<file path="config.mk">
export PLATFORM = sky130hd
export DESIGN_NAME = inst_fetch_unit
export DESIGN_NICKNAME = d
export VERILOG_FILES = /design/src/rtl/inst_fetch_unit.sv
export SDC_FILE = /design/constraint.sdc
export NUM_CORES = 1
export LEC_CHECK = 0
export ABC_AREA = 0
export CAP_MARGIN = 20
export CELL_PAD_IN_SITES_DETAIL_PLACEMENT = 0
export CELL_PAD_IN_SITES_GLOBAL_PLACEMENT = 1
export CORE_MARGIN = 5
export CORE_UTILIZATION = 36
export CTS_BUF_LIST = sky130_fd_sc_hd__clkbuf_4
export DETAILED_ROUTE_END_ITERATION = 8
export GPL_ROUTABILITY_DRIVEN = 0
export PLACE_DENSITY_LB_ADDON = 0.25
export SLEW_MARGIN = 30
export SYNTH_ARGS = -nofsm -noshare
export SYNTH_HDL_FRONTEND = slang
export SYNTH_SLANG_ARGS = --single-unit
</file>
<file path="constraint.sdc">
create_clock -name clk -period 2.49 [get_ports clk]
set_input_delay 0.498 -clock clk [delete_from_list [all_inputs] [get_ports clk]]
set_output_delay 0.498 -clock clk [all_outputs]
set_load 0.01 [all_outputs]
</file>
<file path="src/rtl/inst_fetch_unit.sv">
// Instruction fetch stage: generates sequential PCs, issues SRAM-like fetch requests,
// and pairs returned instructions with their PCs, discarding responses made stale by a redirect.
module inst_fetch_unit #(
  parameter logic [31:0] RESET_PC        = 32'hBFC00000,
  parameter int          MAX_OUTSTANDING = 2,
  parameter int          PCQ_DEPTH       = 4
) (
  input  logic        clk,
  input  logic        resetn,
  input  logic        flush,
  input  logic [31:0] exc_pc,
  input  logic        branch_flag,
  input  logic [31:0] branch_target,
  input  logic        ibuffer_full,
  output logic        inst_req,
  output logic [31:0] inst_addr,
  input  logic        inst_addr_ok,
  input  logic        inst_data_ok,
  input  logic [31:0] inst_rdata,
  output logic        inst_req_success,
  output logic [31:0] pc_o,
  output logic [31:0] inst_o,
  output logic [31:0] inst_pc_o,
  output logic        inst_valid_o,
  output logic        fetch_adel_o
);

  localparam int PTR_W = $clog2(PCQ_DEPTH);

  logic [31:0]      pc;
  logic [1:0]       outstanding;
  logic [1:0]       discard_cnt;
  logic [PTR_W-1:0] rd_ptr;
  logic [PTR_W-1:0] wr_ptr;
  logic [31:0]      pc_q [PCQ_DEPTH];

  logic redirect;
  logic misaligned;
  logic resp;
  logic accept;
  logic forward;

  assign redirect   = flush | branch_flag;
  assign misaligned = (pc[1:0] != 2'b00);
  // A data_ok with nothing outstanding is a protocol violation and is ignored.
  assign resp       = inst_data_ok & (outstanding != 2'd0);
  assign forward    = resp & ~redirect & (discard_cnt == 2'd0);

  assign inst_req = resetn & ~redirect & ~ibuffer_full
                  & (outstanding < 2'(MAX_OUTSTANDING))
                  & ~misaligned & ~fetch_adel_o;
  assign accept           = inst_req & inst_addr_ok;
  assign inst_req_success = accept;
  assign inst_addr        = pc;
  assign pc_o             = pc;

  always_ff @(posedge clk) begin
    if (!resetn) begin
      pc           <= RESET_PC;
      outstanding  <= 2'd0;
      discard_cnt  <= 2'd0;
      rd_ptr       <= '0;
      wr_ptr       <= '0;
      inst_o       <= 32'd0;
      inst_pc_o    <= 32'd0;
      inst_valid_o <= 1'b0;
      fetch_adel_o <= 1'b0;
    end else begin
      // accept is never set in a redirect cycle, so this also covers redirects.
      outstanding  <= outstanding + {1'b0, accept} - {1'b0, resp};
      inst_valid_o <= forward;
      if (forward) begin
        inst_o    <= inst_rdata;
        inst_pc_o <= pc_q[rd_ptr];
      end

      if (redirect) begin
        pc          <= flush ? exc_pc : branch_target;
        // Everything still in flight belongs to the old stream.
        discard_cnt <= outstanding - {1'b0, resp};
        rd_ptr      <= '0;
        wr_ptr      <= '0;
        if (flush) fetch_adel_o <= 1'b0;
      end else begin
        if (accept) begin
          pc     <= pc + 32'd4;
          wr_ptr <= wr_ptr + PTR_W'(1);
        end
        if (resp) begin
          if (discard_cnt != 2'd0) discard_cnt <= discard_cnt - 2'd1;
          else                     rd_ptr      <= rd_ptr + PTR_W'(1);
        end
        if (misaligned) fetch_adel_o <= 1'b1;
      end
    end
  end

  // NOTE: the PC queue storage has no reset; the pointers alone decide what is valid.
  always_ff @(posedge clk) begin
    if (accept) pc_q[wr_ptr] <= pc;
  end

endmodule

</file>
Word-level counts from Yosys, hierarchy flattened
Memories as Yosys holds them, arrays and structs flattened. A register that Yosys moved wholly into a read port is not among the register bits. Index checks and enable logic that the tools add are counted. Widths: inputs -> output; s select.

Register bits: 74. Memory bits (writable): 128. Bits of input ports: 103. Output and inout bits: 132. Word-level logic and storage cells: 58. Memories: 1.

$add $sub $neg: 7. Order comparisons: 1. Equal/unequal tests: 1. Muxes and demuxes: 11. Bitwise gates (word level): 16. Reductions and logical operators: 13.

Memories: pc_q (words 4, bits a word 32, read ports 1, clocked after Yosys merged registers in 1, write ports 1, RTL line 35) `logic [31:0] pc_q [PCQ_DEPTH];`.

Operators by type and width (number): $mux 32 (3); $add 32x3->32 const B (1); $reduce_bool 2->1 (7); $and 1x1->1 (9); $mux 2 (3); $not 1->1 (6); $reduce_and 2->1 (3); $mux 1 (5); $add 2x1->2 const B (2); $sub 2x1->2 (2); $add 2x1->2 (1); $logic_not 2->1 (1); $lt 2x2->1 const B (1); $ne 2x2->1 const B (1); $reduce_or 2->1 (1); $sub 2x1->2 const B (1); $logic_not 1->1 (1); $or 1x1->1 (1).

Depth between registers and ports, before layout
Word-level depth: 10. Gate-level depth with buffers: 7. Depth with buffers taken out: 6.

Worst setup path after synthesis
Ideal clock, no wire load.

Path type: input -> register. Start: input port ibuffer_full. End: memory pc_q[0][0], enable pin. Setup time: 0.392 ns. Data arrival time: 2.303 ns. Slack: -0.205 ns. Cell stages on the path: 5. Path buffers: 2. Cells stage by stage: or4b_4 > buf_6 > nor2_8 > buf_2 > and3_1.

Cells in the longest elaborated chain, start to end: 8.

RTL lines: start, declared (RTL line 14) `input logic ibuffer_full,`; $not 1->1 (RTL line 49) `assign inst_req = resetn & ~redirect & ~ibuffer_full`; $and 1x1->1 (RTL line 49); $and 1x1->1 (RTL line 50) `& (outstanding < 2'(MAX_OUTSTANDING))`; $and 1x1->1 (2 in a row) (RTL line 51) `& ~misaligned & ~fetch_adel_o;`; $and 1x1->1 (RTL line 52) `assign accept = inst_req & inst_addr_ok;`; $mux 1 (RTL line 100) `if (accept) pc_q[wr_ptr] <= pc;`; $mux 1 (not written as such) (RTL line 100); end, declared (RTL line 35).

Every way passes these cells.

Worst setup path after layout
Start: register pc[9], in the netlist inst_addr[9]. End: output port pc_o[9].

RTL lines: start, declared (RTL line 30) `logic [31:0] pc;`; start signal, assigned (RTL line 78) `pc <= flush ? exc_pc : branch_target;`; start signal, assigned (RTL line 86) `pc <= pc + 32'd4;`; end, declared (RTL line 21) `output logic [31:0] pc_o,`.

No word-level cell between the ends.

==> impl.org <==
** Logic synthesis
- Number of enable-type register cells in the synthesized netlist :: 128
- Fraction of synthesis flops using an asynchronous set or reset pin :: 0
- The synthesized netlist occupies a cell area of 9590 um^2.
- The biggest area contributor in the post-synthesis netlist is sky130_fd_sc_hd__edfxtp_1.
- Most instantiated flip-flop cell in the synthesis netlist :: sky130_fd_sc_hd__edfxtp_1
- Counting flops and latches in the post-synthesis netlist gives 234.
- Gate count after technology mapping :: 793
- Synthesis instantiated 63 different standard cells from the library.
- Synth warn :: 0
- Syn Nets :: 904
- The share of the Yosys chip area taken by registers is 0.622.
- Yosys top cell area share :: 0.401
- Ranking of synthesized cells by area :: sky130_fd_sc_hd__edfxtp_1, sky130_fd_sc_hd__dfxtp_1, sky130_fd_sc_hd__mux4_2
- Syn avg cell area :: 12.1 um^2

** Pwr
- Across the VDD grid, the largest voltage drop is 0.230 mV.
- Of the total power, the clock network draws 0.370.
- Power spread over the standard cell area amounts to 665 nW/um^2.
- The share of total power dissipated in sequential elements is 0.485.
- The analysis attributes to cell leakage a power of 4.60 nW.
- Cell Int Power :: 6.64 mW
- Of the total power, the share spent switching nets is 0.255.
- In this run the power spent charging and discharging nets is 2.27 mW.
- The share of total power dissipated in combinational logic is 0.145.

** Setup path
- The kind of cell with the highest combined delay along the critical path is buffers and inverters.
- Cell chain of the critical path :: clkdlybuf4s50_1
- The worst setup path is launched from a flop.
- Counting both buffers and inverters, the worst setup path holds a total of 1.
- Largest driver fanout on the critical path :: 10
- For this run, the slowest stage of the critical path takes 0.63 ns.
- The slowest stage of the critical path belongs to the cell sky130_fd_sc_hd__clkdlybuf4s50_1.
- Arrival time at the worst endpoint :: 1.87 ns
- Crit. End Element :: output port
- Required time at the worst-slack endpoint :: 1.99 ns
- Worst Path Class, Setup :: flop to output port

** Routing
- Drt first-iter violations :: 397
- Dividing the detail-routed wire length by the instance count gives 19.4 um.
- Dividing the detail-routed via count by the number of cells gives 5.02.
- The routed design has 28,500 um of wire.
- The pre-antenna-repair detailed-routing pass consisted of 4 iterations.
- Antenna-violating nets left :: 0
- Total vias in the final route :: 7,385
- For this run, design rule violations remaining after detail routing come to 0.

** Cells and area
- Commonest non-fill, non-tap cell in the layout :: sky130_fd_sc_hd__clkdlybuf4s50_1
- Final Instance Area :: 13,400 um^2
- From synthesis to final layout, the design area changed by 39.6%.
- In the final layout, the share of cells above drive strength 1 is 0.202.
- Fill cells :: 2,375
- Footprint of the multi-input gates :: 3190 um^2
- For this run, the post-layout net count is 1,200.
- Most frequent cells in the layout :: sky130_fd_sc_hd__clkdlybuf4s50_1, sky130_fd_sc_hd__nand2_1, sky130_fd_sc_hd__edfxtp_1, sky130_fd_sc_hd__dfxtp_1, sky130_fd_sc_hd__clkbuf_4
- Area taken by flip-flops and latches :: 5970 um^2

** Global route
- The first global-routing pass estimated 43,800 um of wire.
- Antenna violations before repair :: 1
- In the global route stage, overall resource usage came out at 0.187.
- Number of global-route vias before repair :: 7,668
- After global routing the overflow that remains totals 0.
- Largest net degree at the start of global routing :: 81

** CTS
- Clk Tree Root Cell :: sky130_fd_sc_hd__clkbuf_4
- Count of clock tree sinks :: 234
- No sink is reached through more buffers than the 3 on the longest clock path.
- Clock Pin Slew Worst Setup and Hold Paths :: 0.06 ns
- The clock tree synthesis step divided the H-tree into 3 levels.
- For the worst-skew pair, the clock arrives at the later sink with an insertion delay of 0.62 ns.
- TritonCTS clock tree :: built
- Num CTS Buffers :: 66

** Timing
- Summed over all failing endpoints, the final setup total negative slack is 0 ns.
- Fin crit period :: 2.37 ns
- Max-slew violation count :: 0
- Upper clock frequency limit :: 423 MHz
- Setup violations remaining at the end of the flow were counted as 0.
- Slew of the pin with the lowest slew margin :: 0.502 ns
- Final cycle utilization of the critical path :: 0.950
- Setup Skew :: 0.0288 ns
- Number of failing hold endpoints at the final stage :: 0
- In this run the tightest slew margin relative to its limit is 0.666.

** Floorplanning
- From bottom edge to top edge, the die measures 173 um.
- Die X :: 173 um
- Number of top-level pins :: 235
- The floorplan has 59 rows.
- For this configuration, the core starts out at a cell density of 0.367.
- Core region area :: 26,100 um^2
- The die covers 30,000 um^2.

** Placement
- In this run the cell area measured after placement is 12,600 um^2.
- Detailed placement ended at an HPWL of 20,100 um.
- Input and output buffers added on the ports amount to 234.

** Hold path
- Min-delay worst type :: input port to flop

** Run
- The tool flagged a number of max-cap violations equal to 0.

** Outcome
- The run finished with clean final reports.
==> kinds of logic after synthesis <==
kind of cell               count (synthesis)  synth area share
buffers and inverters                     90            0.0492
xor gates and xnor gates                  20            0.0183
AOI/OAI and AO/OA                        156            0.0980
and+or+nand+nor                          249             0.123
adders and majority gates                  8            0.0104
DFF                                      234             0.622
muxes                                     36            0.0795
==> state kept, by name, indices dropped and copies added, names as in the netlist <==
name	cells
discard_cnt	2
outstanding	2
rd_ptr	2
pc_q	128
inst_o	32
inst_valid_o	1
fetch_adel_o	1
wr_ptr	2
inst_addr	32
inst_pc_o	32
==> area by class of cell <==
class / instances / area share
antenna: 1 / 0.000187
clock buffer: 96 / 0.0538
clock inverter: 19 / 0.00589
inverter: 14 / 0.00392
multi-input combinational: 469 / 0.238
sequential: 234 / 0.446
tap: 335 / 0.0313
timing repair buffer: 304 / 0.221
==> power by group through the flow <==
stage | Clock (mW) | Combinational [mW] | Sequential [mW]
floorplan | 0 | 0.563 | 4.44
global placement | 0 | 1.29 | 4.40
global route | 3.65 | 1.41 | 4.34
CTS | 3.43 | 1.31 | 4.32
finish | 3.29 | 1.29 | 4.32
detailed placement | 0 | 1.30 | 4.40
==> stage by stage <==
step | hold slack, ns | util | std cells | total power, mW | worst slack (ns)
2_1_floorplan | 0.469 | - | 793 | 5.01 | 0.123
3_3_place_gp | 0.441 | 0.481 | 1356 | 5.69 | -0.137
3_5_place_dp | 0.446 | 0.481 | 1356 | 5.70 | -0.137
4_1_cts | 0.361 | 0.512 | 1471 | 9.06 | 0.0432
5_1_grt | 0.401 | 0.512 | 1472 | 9.40 | -0.0126
6_report | 0.426 | 0.512 | 1472 | 8.91 | 0.123
==> what timing repair did <==
item	CTS	global route
endpoints found under the setup margin	2	1
resized for setup	7	1
pin swaps	2	0
hold buffers	0	0
buffers inserted	0	0
==> Yosys cell counts (11+ instances only) <==
master and instances:
sky130_fd_sc_hd__dfxtp_1 106, sky130_fd_sc_hd__o22ai_1 12, sky130_fd_sc_hd__clkbuf_1 37, sky130_fd_sc_hd__xor2_1 12
sky130_fd_sc_hd__a21oi_1 80, sky130_fd_sc_hd__o21ai_0 12, sky130_fd_sc_hd__nand2_1 151, sky130_fd_sc_hd__inv_1 11
sky130_fd_sc_hd__nor2_1 26, sky130_fd_sc_hd__buf_4 32, sky130_fd_sc_hd__mux4_2 32, sky130_fd_sc_hd__edfxtp_1 128
sky130_fd_sc_hd__nand4_1 13, sky130_fd_sc_hd__nand3_1 14
==> final timing paths <==
kind / start / end / slack [ns] / cells after the start
worst max register to register: inst_addr[3] / inst_addr[28] / 0.39 / 7
worst min register to register: inst_o[27] / inst_o[27] / 0.45 / 2
worst min-delay path: inst_rdata[14] / inst_o[14] / 0.43 / 3
worst max-delay path: inst_addr[9] / pc_o[9] / 0.12 / 1
==> layer usage <==
layer | vias to the layer above | part of all wire | global-route usage
li1 | 3521 | - | -
met1 | 3577 | 0.42 | 0.243
met2 | 246 | 0.49 | 0.313
met3 | 41 | 0.064 | 0.0362
met4 | 0 | 0.023 | 0.0658
met5 | - | 0 | 0
Power figures use the tool's default switching activity.
